$ cat src/rtl/intctrl_vec.sv
// rtl/intctrl_vec.sv - vectored priority interrupt controller with byte-lane register bus
module intctrl_vec #(
    parameter int         NUM_IRQ     = 8,
    parameter logic [7:0] VECTOR_BASE = 8'h40
) (
    input  logic               clk,
    input  logic               reset_n,
    input  logic [15:0]        data_write,
    output logic [15:0]        data_read,
    input  logic [7:0]         addr,
    input  logic               uds,
    input  logic               lds,
    input  logic               rw,
    input  logic               as,
    input  logic               iack,
    input  logic [2:0]         iack_level,
    output logic               ack,
    output logic [2:0]         ipl_n,
    input  logic [NUM_IRQ-1:0] irq
);
    localparam logic [7:0] SPURIOUS_VECTOR = 8'h18;

    logic [NUM_IRQ-1:0] sync1, sync2, sync_prev;
    logic               gie;
    logic [NUM_IRQ-1:0] enable, pending, mode;
    logic [2:0]         level [NUM_IRQ];
    logic               armed;

    logic [6:0]         word;
    logic               access, do_write, do_iack;
    logic [15:0]        lane_mask;
    logic [NUM_IRQ-1:0] lane_bits, wr_bits;

    assign word      = addr[7:1];
    assign access    = as & armed;
    assign do_write  = access & ~iack & ~rw;
    assign do_iack   = access & iack & rw;
    assign lane_mask = {{8{uds}}, {8{lds}}};
    assign lane_bits = lane_mask[NUM_IRQ-1:0];
    assign wr_bits   = data_write[NUM_IRQ-1:0] & lane_bits;

    logic unused_bits;
    assign unused_bits = ^{data_write, addr[0], lane_mask};

    // Priority resolution: highest level wins, descending scan with >= lets lower index win ties
    logic [NUM_IRQ-1:0] level_nz, cand;
    logic [2:0]         win_level, cur_level;
    logic [3:0]         win_idx, act_idx;
    logic [7:0]         vector;
    logic               iack_hit;

    always_comb begin
        level_nz = '0;
        for (int i = 0; i < NUM_IRQ; i++) level_nz[i] = |level[i];
    end

    assign cand = pending & enable & level_nz;

    always_comb begin
        win_level = 3'd0;
        win_idx   = 4'd0;
        for (int i = NUM_IRQ - 1; i >= 0; i--) begin
            if (cand[i] && level[i] >= win_level) begin
                win_level = level[i];
                win_idx   = 4'(i);
            end
        end
    end

    assign cur_level = gie ? win_level : 3'd0;
    assign act_idx   = (cur_level != 3'd0) ? win_idx : 4'd0;
    assign vector    = VECTOR_BASE + {4'd0, win_idx};
    assign iack_hit  = (cur_level != 3'd0) && (iack_level == cur_level);

    // Edge-mode sources hold until cleared; a fresh edge beats a same-cycle clear
    logic [NUM_IRQ-1:0] edge_det, clr, pending_next;
    assign edge_det = sync2 & ~sync_prev;

    always_comb begin
        clr = '0;
        if (do_write && word == 7'd2) clr = wr_bits;
        if (do_iack && iack_hit) begin
            for (int i = 0; i < NUM_IRQ; i++)
                if (4'(i) == win_idx) clr[i] = 1'b1;
        end
    end

    assign pending_next = (mode & ((pending & ~clr) | edge_det)) | (~mode & sync2);

    logic [15:0] rd_data;
    always_comb begin
        rd_data = '0;
        if (iack) begin
            rd_data[7:0] = iack_hit ? vector : SPURIOUS_VECTOR;
        end else begin
            case (word)
                7'd0: rd_data[0] = gie;
                7'd1: rd_data[NUM_IRQ-1:0] = enable;
                7'd2: rd_data[NUM_IRQ-1:0] = pending;
                7'd3: rd_data[NUM_IRQ-1:0] = mode;
                7'd4, 7'd5, 7'd6, 7'd7: begin
                    for (int i = 0; i < NUM_IRQ; i++)
                        if (word == 7'(4 + i / 4)) rd_data[4*(i%4) +: 3] = level[i];
                end
                7'd8: rd_data = {4'h0, act_idx, 5'h00, cur_level};
                default: rd_data = '0;
            endcase
        end
    end

    always_ff @(posedge clk) begin
        if (!reset_n) begin
            sync1     <= '0;
            sync2     <= '0;
            sync_prev <= '0;
            gie       <= 1'b0;
            enable    <= '0;
            pending   <= '0;
            mode      <= '0;
            for (int i = 0; i < NUM_IRQ; i++) level[i] <= 3'd0;
            armed     <= 1'b0;
            ack       <= 1'b0;
            data_read <= '0;
            ipl_n     <= 3'b111;
        end else begin
            sync1     <= irq;
            sync2     <= sync1;
            sync_prev <= sync2;
            pending   <= pending_next;
            ack       <= access;
            data_read <= (access && rw) ? rd_data : 16'h0000;
            ipl_n     <= (cur_level != 3'd0) ? ~cur_level : 3'b111;

            // One ack per strobe: re-arm only after as has been seen low
            if (!as)
                armed <= 1'b1;
            else if (access)
                armed <= 1'b0;

            if (do_write) begin
                if (word == 7'd0 && lds) gie <= data_write[0];
                if (word == 7'd1) enable <= (enable & ~lane_bits) | wr_bits;
                if (word == 7'd3) mode <= (mode & ~lane_bits) | wr_bits;
                for (int i = 0; i < NUM_IRQ; i++) begin
                    if (word == 7'(4 + i / 4) && (((i % 4) >= 2) ? uds : lds))
                        level[i] <= data_write[4*(i%4) +: 3];
                end
            end
        end
    end
endmodule
$ cat config.mk
export PLATFORM = sky130hd
export DESIGN_NAME = intctrl_vec
export DESIGN_NICKNAME = d
export VERILOG_FILES = /design/src/rtl/intctrl_vec.sv
export SDC_FILE = /design/constraint.sdc
export NUM_CORES = 1
export LEC_CHECK = 0
export ABC_AREA = 1
export CORE_UTILIZATION = 60
export DETAILED_ROUTE_END_ITERATION = 10
export PLACE_DENSITY_LB_ADDON = 0.1
export RECOVER_POWER = 25
export SLEW_MARGIN = 25
export SYNTH_ARGS = -nofsm -noshare
export SYNTH_HDL_FRONTEND = slang
export SYNTH_SLANG_ARGS = --single-unit
$ cat constraint.sdc
create_clock -name clk -period 18.01 [get_ports clk]
set_clock_uncertainty 0.1 [all_clocks]
set_input_delay 5.403 -clock clk [delete_from_list [all_inputs] [get_ports clk]]
set_output_delay 5.403 -clock clk [all_outputs]
set_load 0.005 [all_outputs]
After elaboration in Yosys (flattened, before gate mapping)
Memories as Yosys holds them, arrays and structs flattened.
Index checks and enable logic that the tools add are counted.
{ "classes": {"n_lt_le_gt_ge": 8, "eq_ne": 17, "n_addsub": 1, "n_reduce_logical": 37, "bitwise": 38, "mux": 71} }
{ "op_table": {"columns": ["cell", "count"], "rows": [
  ["$mux 3", 26],
  ["$and 8x8->8", 9],
  ["$mux 4", 8],
  ["$mux 8", 4],
  ["$not 8->8", 4],
  ["$or 8x8->8", 4],
  ["$eq 7x3->1 const B", 4],
  ["$mux 1", 27],
  ["$reduce_or 3->1", 9],
  ["$ge 3x3->1", 7],
  ["$logic_and 1x1->1", 17],
  ["$eq 3x4->1 const A", 4],
  ["$eq 7x2->1 const B", 2],
  ["$pmux 3 s4", 1],
  ["$pmux 2 s5", 1],
  ["$reduce_and 2->1", 5],
  ["$add 7x4->8 const A", 1],
  ["$eq 2x4->1 const A", 2],
  ["$or 1x1->1", 8],
  ["$reduce_or 4->1", 2],
  ["$eq 7x1->1 const B", 1],
  ["$eq 7x4->1 const B", 1],
  ["$logic_not 7->1", 1],
  ["$not 1->1", 7],
  ["other kinds (12)", 17]
]} }
{ "word_totals": {"out_inout_bits": 20, "reg_bits": 70, "n_memories": 1, "ramBits": 24, "in_bits": 42, "wordCells": 187} }
{ "mem_list": {"columns": ["name", "depth", "width", "read_ports", "rd_ports_with_merged_regs", "wr", "line", "rtl"], "rows": [
  ["level", 8, 3, 8, 0, 8, "26", "logic [2:0] level [NUM_IRQ];"]
]} }

Longest topological paths before layout
Gate-level depths: netlist of run 1.
An unclocked memory read counts as a cell.
{ "depth": {"ltp_word": 36, "depth_mapped": 72, "depth_no_buf": 71} }

Worst setup path before layout of run 1
No wires, ideal clock.
{ "synth_timing": {"path_kind": "reg-to-reg", "startpoint": "register pending[7]", "endpoint": "register pending[4]", "setup_time_ns": 0.112, "arrival_ns": 7.520, "stages_incl_launch_ff": 66, "synth_period_minus_slack_ns": 7.732, "path_buffers": 1, "setup_slack_ns": 10.278, "required_time_ns": 17.798, "cell_sequence": "dfxtp_1 nand2_1 inv_1 nand2_1 nor2_2 inv_1 ha_1 nand2_1 inv_1 nand2_1 nand2_2 nand2_2 o21ai_0 ha_1 nor2_1 nand2_1 nand3_1 nand3_2 (+30 left out) o211ai_1 nand2_1 inv_1 nand2_1 and2_2 ha_1 nand2_1 o211ai_1 nand2_1 o211ai_1 o21ai_0 a21oi_1 nand3_1 nor2_4 buf_6 nand3_1 nand2_1 nand2_1"} }
{ "synth_between": {"elab_chain_cells": 35, "elab_cells_between_ends": 46, "cone_classes": "order compare: 7; eq/ne: 2; mux: 19; bitwise: 7; reduce/logical: 11"} }
{ "synth_rtl": {"columns": ["item", "line", "rtl"], "rows": [
  ["from (decl)", "25", "logic [NUM_IRQ-1:0] enable, pending, mode;"],
  ["from (signal assigned)", "129", "pending <= pending_next;"],
  ["$and 8x8->8 (*) (2 in a row)", "57", "assign cand = pending & enable & level_nz;"],
  ["$logic_and 1x1->1 (*)", "63", "if (cand[i] && level[i] >= win_level) begin"],
  ["$mux 3", "63", null],
  ["$ge 3x3->1", "63", null],
  ["$logic_and 1x1->1", "63", null],
  ["$mux 3", "63", null],
  ["$ge 3x3->1", "63", null],
  ["$logic_and 1x1->1", "63", null],
  ["(+18 left out)", null, null],
  ["$logic_and 1x1->1", "73", "assign iack_hit = (cur_level != 3'd0) && (iack_level == cur_level);"],
  ["$logic_and 1x1->1", "82", "if (do_iack && iack_hit) begin"],
  ["$mux 8 (*)", "82", null],
  ["$not 8->8 (*)", "88", "assign pending_next = (mode & ((pending & ~clr) | edge_det)) | (~mode & sync2);"],
  ["$and 8x8->8 (*)", "88", null],
  ["$or 8x8->8 (*)", "88", null],
  ["$and 8x8->8 (*)", "88", null],
  ["$or 8x8->8 (*)", "88", null]
]} }
Every way passes the cells marked *; elsewhere a longest branch is shown, timed or not.
A chain may end at the register's enable or synchronous reset.

Worst setup path in the final report of run 1
{ "layout_timing": {"startpoint": "register pending[7]", "endpoint": "register pending[5]"} }
Same word-level chain as after synthesis.

==> metrics.md, run 1 <==
| Metric | Value |
|---|---|
| Status | `complete, but fails checks` |
| Failing checks | `design-rule violations, max-capacitance violations, max-slew violations` |
| Drt drc | `2` |
| Post-synthesis cell count | `633` |
| Port bufs | `56` |
| Finished Cell Area | `5530 um^2` |
| Nets | `745` |
| CTS tree | `done` |
| # diodes | `0` |
| FFs w/ async S/R, synth | `0%` |
| Post_cts resized | `0` |
| Total global-route track usage | `30.0%` |
| Synth Flop Type | `dfxtp_1` |
| Max incr delay on CP | `0.43 ns` |
| Pre-Repair DR Iteration Count | `9` |
| Initial Util | `63.6%` |
| Post-route ant nets | `0` |
| Share of the synthesized area in the top cell type | `28.9%` |
| HP Class | `register to register` |
| Largest net degree at the start of global routing | `65` |
| Die W | `90.6 um` |
| Final worst-path cycle share | `50.7%` |
| Clock sinks | `92` |
| Setup WS pre-CTS | `8.96 ns` |
| # rows | `31` |
| Fmax | `0.109 GHz` |
| Max_slew headroom | `-71.3%` |
| Layout cell share with drive strength beyond 1 | `8.35%` |
| Total core area | `7410 um^2` |
| Syn Area/Cell | `7.44 um^2` |
| Synth area leader | `dfxtp_1` |
| Top post-synthesis cells by area | `dfxtp_1 (29%), edfxtp_1 (15%), nand2_1 (12%)` |
| Slew @ Worst Pin | `2.57 ns` |
| WL final | `11.7 mm` |
| RSZ-0062 raised after global routing | `false` |
| Post-CTS Hold Fix Bufs | `0` |
| DR iter-0 viols | `465` |
| Sequential area share after synthesis | `44.2%` |
| Worst Setup Path Type | `register to register` |
| Crit path max fanout | `14` |
| Worst EP required | `18.17 ns` |
| PnR worst setup slack | `8.87 ns` |
| Detailed-route via count | `4374` |
| Seq cells post-synth | `92` |
| Synth unique cells | `40` |
| GRT overflow | `0` |
| First-pass GRT wire length | `19.0 mm` |
| Power Density | `68.6 nW/um^2` |
| Clock transition at path regs | `0.10 ns` |
| Clock root buffer | `clkbuf_8` |
| Area delta synth->final | `17.4%` |
| CTS H-tree lvls | `3` |
| Tot Pwr | `0.000379 W` |
| Latest clock arrival within the worst-skew pair | `0.37 ns` |
| Vias/cell | `5.51` |
| Minimum clock period | `9.14 ns` |
| Peak VDD IR | `0.0000681 V` |
| EDFF count, synth | `24` |
| Startpoint Class | `register` |
| Number of global-route vias before repair | `3957` |
| Max cap viols | `1` |
| Routability Congestion | `1.00` |
| Die ar. | `8210 um^2` |
| Routed length per instance | `14.8 um` |
| Final Hold Viols | `0` |
| Most instantiated library cell after synthesis | `nand2_1` |
| Post-CTS setup buffer count | `0` |
| Fin Setup TNS | `0 ns` |
| Final setup vio count | `0` |
| Worst EP arrival | `9.30 ns` |
| Die height | `90.6 um` |
| Synth top cells by count | `nand2_1 (147), inv_1 (111), dfxtp_1 (68)` |
| Initial antenna violation count | `0` |
| Pins Over Slew Limit | `65` |
| Cell Area, Synth | `4710 um^2` |
| # IOs | `62` |
| Placed cell area | `5340 um^2` |
| Leakage | `2.60 nW` |
| Slowest-stage cell, CP | `o211ai_1` |
| CTS max path bufs | `2` |
| Post-DP HPWL | `9.15 mm` |
| CP most frequent cell | `nand2_1` |
| Fill count | `568` |
| Critical Path End Type | `register` |
| Total CTS buffers | `9` |
| Yosys warns | `0` |
## worst paths after layout
| path | startpoint | end | slack (ns) | cells after the start |
|---|---|---|---|---|
| setup / recovery | pending[7]$_SDFF_PN0_ | pending[5]$_SDFF_PN0_ | 8.87 | 62 |
| hold / removal | sync1[1]$_SDFF_PN0_ | sync2[1]$_SDFF_PN0_ | 0.32 | 2 |
| setup reg to reg | pending[7]$_SDFF_PN0_ | pending[5]$_SDFF_PN0_ | 8.87 | 62 |
| hold reg to reg | sync1[1]$_SDFF_PN0_ | sync2[1]$_SDFF_PN0_ | 0.32 | 2 |
## per-stage QoR
stage | std cells | utilization (%) | hold WS [ns]
2_1_floorplan | 634 | - | 0.290
6_report | 794 | 74.6 | 0.324
3_5_place_dp | 778 | 72.1 | 0.302
3_3_place_gp | 778 | 72.1 | 0.293
5_1_grt | 794 | 74.6 | 0.348
4_1_cts | 794 | 74.7 | 0.325
## layout by cell type, fill, tap and decap left out, types with 2 or more instances in the layout
master,count
inv_1,111
dfxtp_1,68
a311oi_1,2
a21oi_2,3
a31oi_1,2
clkdlybuf4s50_1,54
nand2_1,147
o211ai_1,4
o22ai_1,3
a21oi_1,35
nor2_2,2
a22o_1,3
nand2_4,5
o21ai_0,43
conb_1,2
nand3_1,42
nor2_1,54
nor3_1,6
ha_1,13
inv_6,2
clkbuf_8,9
edfxtp_1,24
nand4_1,11
nand2_2,15
a221oi_1,3
nand3_2,9
and2_2,2
inv_2,2
## cells by family (layout without fill, tap and decap cells)
family / after synthesis / count (layout) / synth area share, %
AOI/OAI and AO/OA: 107 / 107 / 13.4
adders and majority gates: 13 / 13 / 3.45
buffers and inverters: 125 / 186 / 10.3
DFF: 92 / 92 / 44.2
other: 1 / 2 / 0.0796
and+or+nand+nor: 295 / 295 / 28.7
## cell type report
class	count	area [um^2]	share of cell area, %
repair buffers	57	559	10.1
inverters	113	424	7.67
clock buffers	9	124	2.24
multi-input cells	417	2150	38.9
flip-flops and latches	92	2080	37.6
clock inverters	7	67.6	1.22
well taps	99	124	2.24
## critical path, delay by kind of cell (launching register included)
family	cells	cell delay, ns
compound gates	14	2.39
fa+ha+maj	7	2.00
buf+inv	9	0.62
flops	1	0.37
simple gates	32	3.49
## layer usage
| metal | global-route usage, % | part of all wire [%] | routed length (um) | vias up |
|---|---|---|---|---|
| li1 | - | - | - | 2161 |
| met4 | 12.0 | 3.2 | 373 | 0 |
| met1 | 40.0 | 42 | 4950 | 1964 |
| met2 | 48.9 | 47 | 5480 | 216 |
| met3 | 4.55 | 7.8 | 912 | 33 |
| met5 | 0 | 0 | 0 | - |
## where the power goes
group	total [W]	leakage (nW)	internal [W]	switching, W
combinational	0.0000256	1.70	0.0000116	0.0000140
sequential	0.000220	0.804	0.000217	0.00000359
clock	0.000133	0.0954	0.0000536	0.0000799
(Power assumes the default switching activity.)
==> run 2: changes to the inputs <==
Settings changed: CORE_UTILIZATION 60 to 50.
Clock period 18.01 ns to 8.35 ns, I/O delays scaled along.
==> run 2 against run 1 <==
Effect of this change: the flow finishes with violations (max-capacitance violations, max-slew violations); hold slack lost 0.016 ns; combinational power increased by 130%; clock-buffer cell count up 1; largest power group unchanged.
==> metrics.md, run 2 (synthesis gave the netlist of run 1 again) <==
| Metric | Value |
|---|---|
| Pre-Repair DR Iteration Count | `6` |
| WL final | `12.5 mm` |
| Critical Path End Type | `register` |
| Port bufs | `56` |
| Worst EP arrival | `8.05 ns` |
| Latest clock arrival within the worst-skew pair | `0.38 ns` |
| Hold path start | `sync1[0]$_SDFF_PN0_` |
| Peak VDD IR | `0.000103 V` |
| Reg2reg setup slack | `0.51 ns` |
| Tot Pwr | `0.000827 W` |
| Max incr delay on CP | `0.37 ns` |
| Cells on worst reg2reg path | `60` |
| # rows | `35` |
| Commonest non-fill, non-tap cell in the layout | `nand2_1` |
| Post-DP HPWL | `9.48 mm` |
| Status | `complete, but fails checks` |
| Die ar. | `9820 um^2` |
| Total core area | `9200 um^2` |
| Initial Util | `51.2%` |
| Layout cell share with drive strength beyond 1 | `17.8%` |
| Drt drc | `0` |
| CTS tree | `done` |
| Worst Setup Path Type | `register to register` |
| HP Class | `register to register` |
| Die W | `99.1 um` |
| Final setup vio count | `0` |
| Slowest-stage cell, CP | `edfxtp_1` |
| Area delta synth->final | `26.8%` |
| Max cap viols | `1` |
| Post-route ant nets | `0` |
| Final Hold Viols | `0` |
| GRT overflow | `0` |
| Clock root buffer | `clkbuf_8` |
| # IOs | `62` |
| Detailed-route via count | `4536` |
| Leakage | `2.80 nW` |
| Clock sinks | `92` |
| Routability Congestion | `0.918` |
| Initial antenna violation count | `0` |
| Clock transition at path regs | `0.11 ns` |
| Routed length per instance | `14.8 um` |
| # diodes | `0` |
| Post-CTS Hold Fix Bufs | `0` |
| DR iter-0 viols | `421` |
| Slew @ Worst Pin | `2.54 ns` |
| CTS max path bufs | `2` |
| CP most frequent cell | `nand2_1` |
| Placed Cells | `812` |
| Nets | `781` |
| Startpoint Class | `register` |
| Most frequent cells in the layout | `nand2_1 (142), inv_1 (104), dfxtp_1 (66), clkdlybuf4s50_1 (54), nor2_1 (51)` |
| First-pass GRT wire length | `19.2 mm` |
| Total global-route track usage | `25.4%` |
| Crit path max fanout | `6` |
| Failing checks | `max-capacitance violations, max-slew violations` |
| Total CTS buffers | `9` |
| Pins Over Slew Limit | `65` |
| Fmax | `0.127 GHz` |
| Minimum clock period | `7.84 ns` |
| Largest net degree at the start of global routing | `65` |
| Final std cells w/o fill | `842` |
| Power Density | `138 nW/um^2` |
| RR Endpoint | `data_read[2]$_SDFF_PN0_` |
| Worst Setup SP | `level[1][10]$_SDFFCE_PN0P_` |
| CTS H-tree lvls | `3` |
| Vias/cell | `5.39` |
| Finished Cell Area | `5970 um^2` |
| Placed cell area | `5520 um^2` |
| Reg-to-Reg Start | `level[1][10]$_SDFFCE_PN0P_` |
| Final worst-path cycle share | `93.9%` |
| Hold Path Stages | `2` |
| Number of global-route vias before repair | `3900` |
| Die height | `99.1 um` |
| Worst EP required | `8.56 ns` |
| Max_slew headroom | `-69.1%` |
| Hold endpoint | `sync2[0]$_SDFF_PN0_` |
## run 2: changes by cell type in the layout (fill, tap and decap cells not counted), moves of 5 or more
cell / delta
o21ai_0: -7
inv_2: +7
o21ai_2: +6
inv_1: -7
nand2_1: -5
buf_4: +32
nand3_1: -6
nand3_2: +6
## run 2: power by group
group          leakage (nW)  internal [W]  switching (W)
clock                0.0962      0.000122       0.000170
combinational          1.90     0.0000276      0.0000325
sequential            0.805      0.000468     0.00000725
total                  2.80      0.000617       0.000210
## run 2: how the worst max path moves through the flow
stage	end	slack, ns	cells past startpoint
after floorplan	pending[4]$_SDFF_PN0_	0.62	65
after global placement	pending[7]$_SDFF_PN0_	0.18	64
after detailed placement	data_read[2]$_SDFF_PN0_	-0.04	65
after CTS	data_read[2]$_SDFF_PN0_	0.02	66
after global routing	data_read[2]$_SDFF_PN0_	-0.11	66
final	data_read[2]$_SDFF_PN0_	0.51	60
## run 2: layout make-up
class,instances,area [um^2]
Clock inverter,6,51.3
Multi-Input combinational cell,418,2300
Sequential cell,92,2080
Inverter,113,424
Clock buffer,10,138
Timing Repair Buffer,92,833
Tap cell,111,139
Fill cell,833,3220
## run 2: timing repair
| item | in CTS | in global routing |
|---|---|---|
| pin swaps | 0 | 30 |
| cloned | 0 | 1 |
| resized for setup | 1 | 50 |
| setup endpoints to repair | 4 | 20 |
| buffers inserted | 0 | 13 |
## run 2: metrics by stage
step	worst slack (ns)	util, %	hold WS [ns]	TNS, ns
finish	0.506	65.0	0.308	0
global route	-0.111	65.0	0.342	-0.610
CTS	0.0218	62.1	0.319	0
detailed placement	-0.0434	60.1	0.295	-0.0988
global placement	0.184	60.1	0.294	0
floorplan	0.618	-	0.290	0
## run 2: critical path: cells and delay by family, from the launching register on
kind / cells / cell delay (ns)
AOI/OAI and AO/OA: 15 / 2.09
adders and majority gates: 7 / 1.97
buffers and inverters: 8 / 0.61
DFF: 1 / 0.37
and+or+nand+nor: 30 / 2.63
## run 2: per-layer routing
layer  routed length, um  global-route usage (%)  part of all wire (%)
met1                5320                    34.1                    43
met2                5740                    41.0                    46
met5                   0                       0                     0
met3                 984                    4.47                   7.9
met4                 414                    10.2                   3.3
